--- src/rtl/mem_wb_pipe_stage.sv ---
// MEM/WB pipeline stage: valid/ready register with a 2-entry skid buffer,
// synchronous flush, write-back select and a forwarding tap toward EX.
module mem_wb_pipe_stage #(
    parameter int DATA_W           = 32,
    parameter int REG_ADDR_W       = 5,
    parameter int ZERO_REG_PROTECT = 1
) (
    input  logic                  clk,
    input  logic                  rst,
    input  logic                  flush,
    input  logic                  in_valid,
    output logic                  in_ready,
    input  logic                  reg_write_in,
    input  logic                  mem_to_reg_in,
    input  logic [DATA_W-1:0]     read_data_in,
    input  logic [DATA_W-1:0]     address_in,
    input  logic [REG_ADDR_W-1:0] write_back_destination_in,
    output logic                  out_valid,
    input  logic                  out_ready,
    output logic                  reg_write_out,
    output logic                  mem_to_reg_out,
    output logic [DATA_W-1:0]     read_data_out,
    output logic [DATA_W-1:0]     address_out,
    output logic [REG_ADDR_W-1:0] write_back_destination_out,
    output logic [DATA_W-1:0]     wb_data_out,
    output logic                  fwd_valid,
    output logic [1:0]            occupancy
);

    typedef struct packed {
        logic                  reg_write;
        logic                  mem_to_reg;
        logic [DATA_W-1:0]     read_data;
        logic [DATA_W-1:0]     address;
        logic [REG_ADDR_W-1:0] dest;
    } payload_t;

    // State is the pair {main_valid, skid_valid}; 2'b01 is unreachable.
    localparam logic [1:0] ST_EMPTY = 2'b00;
    localparam logic [1:0] ST_ONE   = 2'b10;
    localparam logic [1:0] ST_TWO   = 2'b11;

    logic     main_valid;
    logic     skid_valid;
    logic     main_valid_d;
    logic     skid_valid_d;
    logic     load_main_in;
    logic     load_main_skid;
    logic     load_skid_in;
    logic     accept;
    logic     consume;
    logic     dest_nonzero;
    logic [1:0] state;
    payload_t in_payload;
    payload_t main_q;
    payload_t skid_q;

    assign state = {main_valid, skid_valid};

    // Handshake: a transfer happens on a rising edge where valid & ready are
    // both high. in_ready depends only on registered state (never on
    // out_ready); out_valid never drops until its entry is consumed or flushed.
    assign in_ready = !skid_valid;
    assign accept   = in_valid & in_ready;
    assign consume  = main_valid & out_ready;

    assign dest_nonzero = |write_back_destination_in;

    always_comb begin
        in_payload            = '0;
        in_payload.reg_write  = reg_write_in;
        in_payload.mem_to_reg = mem_to_reg_in;
        in_payload.read_data  = read_data_in;
        in_payload.address    = address_in;
        in_payload.dest       = write_back_destination_in;
        if (ZERO_REG_PROTECT != 0) begin
            in_payload.reg_write = reg_write_in & dest_nonzero;
        end
    end

    always_comb begin
        main_valid_d   = main_valid;
        skid_valid_d   = skid_valid;
        load_main_in   = 1'b0;
        load_main_skid = 1'b0;
        load_skid_in   = 1'b0;
        case (state)
            ST_EMPTY: begin
                if (accept) begin
                    main_valid_d = 1'b1;
                    load_main_in = 1'b1;
                end
            end
            ST_ONE: begin
                if (accept && consume) begin
                    load_main_in = 1'b1;
                end else if (accept) begin
                    skid_valid_d = 1'b1;
                    load_skid_in = 1'b1;
                end else if (consume) begin
                    main_valid_d = 1'b0;
                end
            end
            ST_TWO: begin
                if (consume) begin
                    skid_valid_d   = 1'b0;
                    load_main_skid = 1'b1;
                end
            end
            default: begin
                main_valid_d = 1'b0;
                skid_valid_d = 1'b0;
            end
        endcase
        // Flush wins over everything; any same-cycle handshake is dropped.
        if (flush) begin
            main_valid_d   = 1'b0;
            skid_valid_d   = 1'b0;
            load_main_in   = 1'b0;
            load_main_skid = 1'b0;
            load_skid_in   = 1'b0;
        end
    end

    always_ff @(posedge clk or posedge rst) begin
        if (rst) begin
            main_valid <= 1'b0;
            skid_valid <= 1'b0;
        end else begin
            main_valid <= main_valid_d;
            skid_valid <= skid_valid_d;
        end
    end

    always_ff @(posedge clk or posedge rst) begin
        if (rst) begin
            main_q <= '0;
            skid_q <= '0;
        end else begin
            if (load_main_in) begin
                main_q <= in_payload;
            end else if (load_main_skid) begin
                main_q <= skid_q;
            end
            if (load_skid_in) begin
                skid_q <= in_payload;
            end
        end
    end

    assign out_valid                  = main_valid;
    assign reg_write_out              = main_q.reg_write & main_valid;
    assign mem_to_reg_out             = main_q.mem_to_reg;
    assign read_data_out              = main_q.read_data;
    assign address_out                = main_q.address;
    assign write_back_destination_out = main_q.dest;
    assign wb_data_out                = main_q.mem_to_reg ? main_q.read_data : main_q.address;
    assign fwd_valid                  = main_valid & main_q.reg_write;
    assign occupancy                  = {1'b0, main_valid} + {1'b0, skid_valid};

endmodule

--- config.mk ---
export PLATFORM = sky130hd
export DESIGN_NAME = mem_wb_pipe_stage
export DESIGN_NICKNAME = d
export VERILOG_FILES = /design/src/rtl/mem_wb_pipe_stage.sv
export SDC_FILE = /design/constraint.sdc
export NUM_CORES = 1
export LEC_CHECK = 0
export CAP_MARGIN = 40
export CORE_MARGIN = 2
export CORE_UTILIZATION = 45
export DETAILED_ROUTE_END_ITERATION = 8
export GPL_ROUTABILITY_DRIVEN = 0
export PLACE_DENSITY = 0.79
export RECOVER_POWER = 100
export SYNTH_ARGS = -nofsm -noshare
export SYNTH_HDL_FRONTEND = slang
export SYNTH_SLANG_ARGS = --single-unit
--- constraint.sdc ---
create_clock -name clk -period 5 [get_ports clk]
set_clock_uncertainty 0.15 [all_clocks]
set_input_delay 0.75 -clock clk [delete_from_list [all_inputs] [get_ports clk]]
set_output_delay 0.75 -clock clk [all_outputs]
set_load 0.01 [all_outputs]
==> key figures, run 1 <==
Die
  – Die X-Extent: 136 µm
  – Row count: between 40 and 50
  – Initial Util: 0.458
  – Die H: roughly 140 µm
  – Ports: 184
  – Core Region: roughly 17000 µm²
  – Die area: 18600 µm²

Timing
  – Final period util: 0.796
  – Endpoints failing setup: 0
  – Setup TNS: 0 ps
  – RSZ-0062 raised after global routing: false
  – Slew HR: -0.445
  – Least-Margin Pin Slew: about 2200 ps
  – PnR worst setup slack: approximately 1000 ps
  – Max-slew violation count: 94
  – Final Critical Period: slightly below 4000 ps
  – Max Fclk: roughly 250 MHz
  – Final hold vios: 0

Routing
  – Total routed wirelength: roughly 16000 µm
  – Antenna viol nets, final: 0
  – Drt via density: between 5 and 6
  – Drt drc: 0
  – Detailed Route Iter0 Violations: roughly 220
  – Wire per inst: between 15 and 20 µm
  – Via Count: between 4000 and 5000
  – First-pass detailed-route iteration total: 4

Clock network
  – # clock sinks: ~140
  – Post-CTS setup buffer count: 0
  – Hold-fix buffers at CTS: 0
  – Worst-Skew Late Latency: ~420 ps
  – PostCTS Resize Cnt: 0
  – Htree depth: 4
  – CTS tree: yes
  – Root buffer cell: clkbuf_16
  – Clock-pin slew on the worst setup and hold paths: 60 ps
  – CTS Buffer Depth: 2
  – Num CTS Buffers: 17

Critical path
  – Worst path top cell family by delay: buffers and inverters
  – CP bufs+invs: 2
  – Worst-path fanout max: 36
  – Crit-path slowest cell: clkbuf_1
  – Critical path launch point type: primary input
  – Crit. End Element: register
  – CP required: between 5000 and 6000 ps
  – CP cell instances: clkdlybuf4s50_1, nand2_1, nand3_4, clkbuf_1, mux2_2
  – Crit path kind: primary input to register
  – Critical Path AT: 4120 ps
  – Slowest stage delay, CP: approximately 1600 ps

Global route
  – First-pass GRT wire length: 25600 µm
  – Initial antenna violation count: 0
  – Total grt overflow: 0
  – Vias in the first global route: around 4900
  – GRT Resource Usage Total: 0.180
  – Largest net degree at the start of global routing: 89

Yosys
  – Compound-Gate Fraction of Synth Area: 0.00700
  – Syn Inst Count: slightly above 500
  – Xor-xnor portion of the synthesized cell area: 0
  – Largest family of logic cells by synthesized area: multiplexers
  – Mux cell area share after synthesis: 0.416
  – Simple-gate share of the synthesized area: 0.0134
  – Register bit total from synthesis: approximately 140
  – Yosys warning count: 0
  – Syn_nets: between 500 and 600
  – Yosys cell types: 24
  – Cell Area, Synth: just under 8000 µm²
  – Synth Area in Adders: 0.00477
  – Synthesized area per cell: about 15 µm²
  – Post-synthesis sequential area ratio: 0.458

Outcome
  – Violated checks: max-capacitance violations, max-slew violations
  – Status: complete, but fails checks

Run
  – MaxCap Viol Count: 3

Final layout
  – Final core utilization: 0.562
  – Register Area: 3600 µm²
  – Synth-to-layout area growth: 22.7%
  – Antenna Cells: 0
  – Share of cells above drive strength 1: 0.334
  – Commonest non-fill, non-tap cells in the layout: 144 x dfrtp_1, 108 x dlygate4sd3_1, 103 x mux2_2
  – Filler cells: 1445
  – Commonest non-fill, non-tap cell in the layout: dfrtp_1
  – Post-route insts no fill: about 860
  – Nets: between 700 and 800
  – Multi-input logic area: 3200 µm²

Pwr
  – Worst VDD drop: approximately 0.25 mV
  – P_leak: between 4 and 5 nW
  – PwrDens: ~460 nW/µm²

Worst hold path
  – Worst Hold Class: register to register

Place
  – Worst slack, placed: about 1300 ps
  – Cells after DPL: approximately 830
  – Dpl hpwl: 11100 µm
  – IO buf count: about 180
==> stage by stage <==
| stage | instance area, µm² | hold slack, ps | power (W) |
|---|---|---|---|
| floorplan | 7870 | 325 | 0.00277 |
| global placement | 9270 | 333 | 0.00320 |
| detailed placement | 9310 | 344 | 0.00329 |
| CTS | 9960 | 357 | 0.00470 |
| global route | 9660 | 359 | 0.00466 |
| finish | 9660 | 347 | 0.00445 |
==> report_power, final <==
| part | internal (W) | total (W) | switching (W) |
|---|---|---|---|
| sequential | 0.00152 | 0.00176 | 0.000240 |
| combinational | 0.000842 | 0.00129 | 0.000449 |
| clock | 0.000912 | 0.00140 | 0.000489 |
| total | 0.00328 | 0.00445 | 0.00118 |
==> flip-flops by register name, indices dropped and copies added, names as in the netlist <==
register                    count
skid_q                         71
address_out                    32
read_data_out                  32
write_back_destination_out      5
main_q                          1
mem_to_reg_out                  1
out_valid                       1
skid_valid                      1
==> synthesized netlist by cell type <==
master	instances	share of area
buf_4	70	0.067
clkbuf_1	4	0.0019
o21ai_0	2	0.0013
nand2_1	1	0.00048
and2_2	1	0.00095
o21ai_4	1	0.0021
nand3_4	1	0.0022
nor3b_4	1	0.0024
mux2_4	138	0.26
nor3_1	1	0.00064
dfrtp_1	144	0.46
nor2_1	2	0.00095
inv_1	5	0.0024
a41oi_1	1	0.0011
mux2i_1	3	0.0038
buf_6	21	0.030
a211oi_1	2	0.0019
nand4b_4	1	0.0030
a21oi_1	1	0.00064
or4_1	1	0.00095
mux2_2	104	0.15
and3_2	1	0.00095
ha_1	3	0.0048
nor2b_1	1	0.00080
==> layout make-up <==
| class | instances | share of cell area |
|---|---|---|
| Sequential cell | 144 | 0.373 |
| Timing Repair Buffer | 191 | 0.197 |
| Inverter | 5 | 0.00246 |
| Tap cell | 225 | 0.0292 |
| Clock inverter | 10 | 0.0189 |
| Clock buffer | 22 | 0.0481 |
| Multi-Input combinational cell | 266 | 0.331 |
==> worst paths after layout <==
kind | startpoint | endpoint | slack (ps) | depth (start not counted)
setup / recovery | out_ready | skid_q[48] | 1020 | 5
hold / removal | skid_q[49] | skid_q[49] | 350 | 1
setup reg to reg | out_valid | skid_q[48] | 1370 | 4
hold reg to reg | skid_q[49] | skid_q[49] | 350 | 1
max in group asynchronous | rst | skid_q[3] | 1820 | 3
min in group asynchronous | rst | address_out[14] | 850 | 2
==> cell families after synthesis <==
family,count (synthesis)
adder cells (fa/ha/maj),3
buffers and inverters,100
flip-flops,144
AO/OA/AOI/OAI,7
multiplexers,245
AND/OR/NAND/NOR,11
==> per-layer routing <==
metal | vias up | routed length [µm] | part of all wire | GRT usage
met5 | - | 0 | 0 | 0
met4 | 0 | 287 | 0.018 | 0.0608
met3 | 22 | 953 | 0.058 | 0.0529
met2 | 135 | 7910 | 0.48 | 0.296
met1 | 2276 | 7220 | 0.44 | 0.228
li1 | 1959 | - | - | -
No activity file was read; power rests on OpenSTA's default activity.
==> run 2: changes to the inputs <==
- clock period: 5 -> 3.3 ns (I/O delays scaled with it)
==> key figures, run 2 (synthesized netlist as in run 1, its figures left out) <==
Clock network
  – Clock-pin slew on the worst setup and hold paths: 60 ps (about the same)
  – # clock sinks: 144 (unchanged)
  – Num CTS Buffers: 17 (unchanged)
  – CTS Buffer Depth: 2 (unchanged)
  – Htree depth: 4 (unchanged)
  – Root buffer cell: clkbuf_16 (unchanged)
  – Hold-fix buffers at CTS: 0 (unchanged)
  – Worst-Skew Late Latency: 410 ps (was 420 ps)
  – CTS tree: yes (unchanged)
  – Post-CTS setup buffer count: 0 (unchanged)
  – PostCTS Resize Cnt: 0 (unchanged)

Final layout
  – Antenna Cells: 0 (unchanged)
  – Synth-to-layout area growth: 22.5% (was 22.7%)
  – Commonest non-fill, non-tap cell in the layout: dfrtp_1 (unchanged)
  – Commonest non-fill, non-tap cells in the layout: 143 x dfrtp_1, 108 x dlygate4sd3_1, 104 x mux2_2 (was 144 x dfrtp_1, 108 x dlygate4sd3_1, 103 x mux2_2)
  – Nets: 705 (was 704)
  – Max reg flops: 71 (unchanged)
  – Share of cells above drive strength 1: 0.341 (was 0.334)
  – Post-route insts no fill: 864 (was 863)
  – Biggest register: skid_q (unchanged)

Pwr
  – Worst VDD drop: 0.350 mV (was 0.253 mV)
  – PwrDens: 676 nW/µm² (was 461 nW/µm²)
  – Sw frac: 0.276 (was 0.264)
  – Pint: 0.00472 W (was 0.00328 W)
  – P_leak: 4.36 nW (about the same)
  – Clock power frac: 0.291 (was 0.314)
  – Net switching power: 0.00180 W (was 0.00118 W)
  – Logic pwr share: 0.298 (was 0.290)
  – Sequential power share: 0.410 (was 0.396)

Critical path
  – Crit path kind: register to primary output (was primary input to register)
  – Worst-path fanout max: 20 (was 36)
  – Critical path launch point type: register (was primary input)
  – CP required: 2650 ps (was 5140 ps)
  – Critical Path AT: 2260 ps (was 4120 ps)
  – Crit. End Element: primary output (was register)

Run
  – MaxCap Viol Count: 1 (was 3)

Die
  – Initial Util: 0.458 (unchanged)
  – Die H: 136 µm (unchanged)
  – Ports: 184 (unchanged)
  – Die X-Extent: 136 µm (unchanged)
  – Row count: 48 (unchanged)
  – Die area: 18600 µm² (unchanged)
  – Core Region: 17200 µm² (unchanged)

Timing
  – Final period util: 0.880
  – Setup TNS: 0 ps (unchanged)
  – Final hold vios: 0 (unchanged)
  – Least-Margin Pin Slew: 1650 ps (was 2170 ps)
  – Final Critical Period: a little under 3000 ps
  – Max Fclk: approximately 340 MHz
  – Slew HR: -0.0995 (was -0.445)
  – Hold WS: 355 ps (was 347 ps)
  – Endpoints failing setup: 0 (unchanged)
  – RSZ-0062 raised after global routing: false (unchanged)
  – Max-slew violation count: 67 (was 94)

Global route
  – Total grt overflow: 0 (unchanged)
  – Vias in the first global route: 4923 (was 4913)
  – GRT Resource Usage Total: 0.179 (was 0.180)
  – Largest net degree at the start of global routing: 79 (was 89)
  – First-pass GRT wire length: 25600 µm (about the same)
  – Initial antenna violation count: 0 (unchanged)

Place
  – IO buf count: 183 (unchanged)
  – Dpl hpwl: 10900 µm (was 11100 µm)
  – Cells after DPL: 832 (was 831)

Routing
  – Via Count: 4378 (was 4392)
  – Drt via density: 5.07 (was 5.09)
  – Drt drc: 0 (unchanged)
  – Total routed wirelength: 16100 µm (was 16400 µm)
  – Antenna viol nets, final: 0 (unchanged)
  – Wire per inst: 18.7 µm (was 19.0 µm)
  – Detailed Route Iter0 Violations: 149 (was 222)
  – First-pass detailed-route iteration total: 4 (unchanged)

Worst hold path
  – Worst Hold Class: register to register (unchanged)

Outcome
  – Status: complete, but fails checks (unchanged)
  – Violated checks: max-capacitance violations, max-slew violations (unchanged)
run 2: cell types whose count changed in the layout (fill, tap and decap cells not counted), moves of 2 or more:
cell	change
clkbuf_1	-2
clkinv_2	-2
bufinv_16	-3
clkinvlp_4	+3
run 2: final cells by class:
| class | count | area (µm²) |
|---|---|---|
| fillers | 1400 | 7530 |
| flip-flops and latches | 144 | 3600 |
| multi-input cells | 266 | 3210 |
| repair buffers | 192 | 1950 |
| clock buffers | 21 | 450 |
| well taps | 225 | 282 |
| clock inverters | 11 | 131 |
| inverters | 5 | 20.0 |
run 2: critical path: stages, from the launching register on:
cell and delay [ps]:
dfrtp_2 640, buf_16 240, mux2_2 350, dlygate4sd3_1 630
run 2: per-stage QoR:
| stage | total power, W | util | cell area [µm²] | worst slack [ps] |
|---|---|---|---|---|
| finish | 0.00652 | 0.561 | 9640 | 395 |
| global route | 0.00686 | 0.561 | 9640 | 317 |
| CTS | 0.00691 | 0.580 | 9960 | 465 |
| detailed placement | 0.00498 | 0.546 | 9370 | 607 |
| global placement | 0.00485 | 0.544 | 9350 | 644 |
| floorplan | 0.00420 | - | 7870 | 850 |
run 2: metal layers:
layer | vias up | track usage | wire length, µm
li1 | 1975 | - | -
met1 | 2257 | 0.225 | 7200
met2 | 130 | 0.291 | 7720
met3 | 16 | 0.0559 | 977
met4 | 0 | 0.0637 | 244
met5 | - | 0 | 0
run 2: worst paths after layout:
check | from | end | slack [ps] | cells past startpoint
setup / recovery | mem_to_reg_out | wb_data_out[18] | 400 | 3
hold / removal | skid_q[36] | skid_q[36] | 360 | 1
setup reg to reg | skid_valid | address_out[20] | 660 | 6
hold reg to reg | skid_q[36] | skid_q[36] | 360 | 1
max in group asynchronous | rst | skid_q[9] | 910 | 3
min in group asynchronous | rst | skid_q[56] | 570 | 3
run 2: power groups by stage:
stage               clock network, W  logic [W]  registers [W]
floorplan                          0    0.00164        0.00256
global placement                   0    0.00216        0.00269
detailed placement                 0    0.00226        0.00271
CTS                          0.00194    0.00228        0.00269
global route                 0.00202    0.00209        0.00275
finish                       0.00190    0.00195        0.00268
==> run 3: changes to the inputs <==
- CELL_PAD_IN_SITES_DETAIL_PLACEMENT: not set -> 0
- CELL_PAD_IN_SITES_GLOBAL_PLACEMENT: not set -> 1
- CORE_UTILIZATION: 45 -> 37
==> key figures, run 3 (synthesized netlist as in run 1, its figures left out) <==
Critical path
  – Crit. End Element: primary output (unchanged)
  – Critical R2R Launch: skid_valid (unchanged)
  – Crit path kind: register to primary output (unchanged)
  – Reg2Reg Depth: 5 (was 6)
  – FF-to-FF setup slack: 840 ps (was 660 ps)
  – Critical path launch point type: register (unchanged)
  – Worst-path fanout max: 28 (was 20)
  – Worst setup path start: mem_to_reg_out (unchanged)
  – CP required: 2650 ps (about the same)
  – Worst reg2reg path endpoint: skid_q[55] (was address_out[20])
  – Setup crit end: wb_data_out[17] (was wb_data_out[18])
  – Critical Path AT: 2270 ps (was 2260 ps)

Final layout
  – Max reg flops: 71 (unchanged)
  – Register Area: 3600 µm² (about the same)
  – Multi-input logic area: 3210 µm² (about the same)
  – Share of cells above drive strength 1: 0.346 (was 0.341)
  – Biggest register: skid_q (unchanged)
  – Antenna Cells: 0 (unchanged)
  – Commonest non-fill, non-tap cell in the layout: dfrtp_1 (unchanged)
  – Filler cells: 1872 (was 1400)
  – Synth-to-layout area growth: 23.1% (was 22.5%)
  – Design Area, Final: 9690 µm² (was 9640 µm²)
  – Nets: 705 (unchanged)
  – Commonest non-fill, non-tap cells in the layout: 144 x dfrtp_1, 107 x dlygate4sd3_1, 104 x mux2_2 (was 143 x dfrtp_1, 108 x dlygate4sd3_1, 104 x mux2_2)

Clock network
  – Hold-fix buffers at CTS: 0 (unchanged)
  – Worst-Skew Late Latency: 410 ps (about the same)
  – # clock sinks: 144 (unchanged)
  – Post-CTS setup buffer count: 0 (unchanged)
  – Clock-pin slew on the worst setup and hold paths: 60 ps (about the same)
  – Num CTS Buffers: 17 (unchanged)
  – Htree depth: 4 (unchanged)
  – Root buffer cell: clkbuf_16 (unchanged)
  – CTS Buffer Depth: 2 (unchanged)
  – PostCTS Resize Cnt: 0 (unchanged)
  – CTS tree: yes (unchanged)

Global route
  – Largest net degree at the start of global routing: 73 (was 79)
  – Initial antenna violation count: 0 (unchanged)
  – GRT Resource Usage Total: 0.150 (was 0.179)
  – Vias in the first global route: 4759 (was 4923)
  – Total grt overflow: 0 (unchanged)
  – First-pass GRT wire length: 26200 µm (was 25600 µm)

Die
  – Initial Util: 0.376 (was 0.458)
  – Die H: 150 µm (was 136 µm)
  – Die area: 22500 µm² (was 18600 µm²)
  – Row count: 53 (was 48)
  – Die X-Extent: 150 µm (was 136 µm)
  – Core Region: 21000 µm² (was 17200 µm²)
  – Ports: 184 (unchanged)

Routing
  – Detailed Route Iter0 Violations: 90 (was 149)
  – Drt via density: 4.73 (was 5.07)
  – Antenna viol nets, final: 0 (unchanged)
  – Total routed wirelength: 16200 µm (was 16100 µm)
  – First-pass detailed-route iteration total: 3 (was 4)
  – Wire per inst: 17.7 µm (was 18.7 µm)
  – Drt drc: 0 (unchanged)
  – Via Count: 4326 (was 4378)

Timing
  – Final Critical Period: 2910 ps (was 2900 ps)
  – Endpoints failing setup: 0 (unchanged)
  – RSZ-0062 raised after global routing: false (unchanged)
  – Slew HR: -0.170 (was -0.0995)
  – Final period util: 0.883 (was 0.880)
  – Max Fclk: 343 MHz (was 344 MHz)
  – Setup TNS: 0 ps (unchanged)
  – Final hold vios: 0 (unchanged)
  – Max-slew violation count: 73 (was 67)
  – Least-Margin Pin Slew: 1750 ps (was 1650 ps)

Pwr
  – Clock power frac: 0.288 (was 0.291)
  – Sw frac: 0.275 (was 0.276)
  – PwrDens: 667 nW/µm² (was 676 nW/µm²)
  – Worst VDD drop: 0.305 mV (was 0.350 mV)
  – Net switching power: 0.00177 W (was 0.00180 W)
  – Sequential power share: 0.408 (was 0.410)
  – Pint: 0.00469 W (was 0.00472 W)
  – P_leak: 4.30 nW (was 4.36 nW)
  – Logic pwr share: 0.304 (was 0.298)

Worst hold path
  – Worst Hold Class: register to register (unchanged)

Place
  – Dpl hpwl: 11100 µm (was 10900 µm)
  – Area after DPL: 9400 µm² (was 9370 µm²)
  – IO buf count: 183 (unchanged)

Run
  – MaxCap Viol Count: 1 (unchanged)

Outcome
  – Violated checks: max-capacitance violations, max-slew violations (unchanged)
  – Status: complete, but fails checks (unchanged)
-- run 3: cell count changes in the layout (fill, tap and decap cells not counted), sizes merged --
cell	previous run	this run
clkinvlp	4	5
buf	5	6
bufinv	2	1
clkdlybuf4s50	75	76
clkbuf	25	24
dlygate4sd3	108	107
-- run 3: how the worst min path moves through the flow --
stage,slack [ps],to,cells past startpoint,startpoint
floorplan,330,skid_q[67],1,skid_q[67]
global placement,330,skid_q[67],1,skid_q[67]
detailed placement,340,skid_q[57],1,skid_q[57]
CTS,360,skid_q[57],1,skid_q[57]
global route,360,skid_q[16],1,skid_q[16]
finish,350,skid_q[16],1,skid_q[16]
-- run 3: metal layers --
metal,routed length [µm],track usage,share of wire
met1,7140,0.192,0.44
met4,138,0.0396,0.0085
met3,912,0.0451,0.056
met5,0,0,0
met2,8010,0.247,0.49
-- run 3: metrics by stage --
step	instances	power, W	worst slack, ps	hold slack (ps)	util
5_1_grt	914	0.00683	280	360	0.463
4_1_cts	914	0.00688	566	358	0.476
3_5_place_dp	882	0.00497	492	344	0.449
3_3_place_gp	881	0.00487	567	333	0.448
6_report	914	0.00646	387	347	0.463
2_1_floorplan	510	0.00420	850	325	-
-- run 3: layout make-up --
cell class                 count  area share
tap                          275      0.0355
inverter                       5     0.00207
multi-input combinational    266       0.331
clock buffer                  21      0.0485
sequential                   144       0.372
timing repair buffer         192       0.200
clock inverter                11      0.0108
-- run 3: worst max-delay path, stage by stage (launching register included) --
cell and delay, ps:
dfrtp_1 600, buf_12 270, mux2_2 370, dlygate4sd3_1 600
-- run 3: power groups by stage --
stage               sequential [W]  clock [W]  combinational [W]
finish                     0.00264    0.00186            0.00196
global route               0.00272    0.00200            0.00211
CTS                        0.00268    0.00192            0.00228
detailed placement         0.00271          0            0.00227
global placement           0.00269          0            0.00217
floorplan                  0.00256          0            0.00164
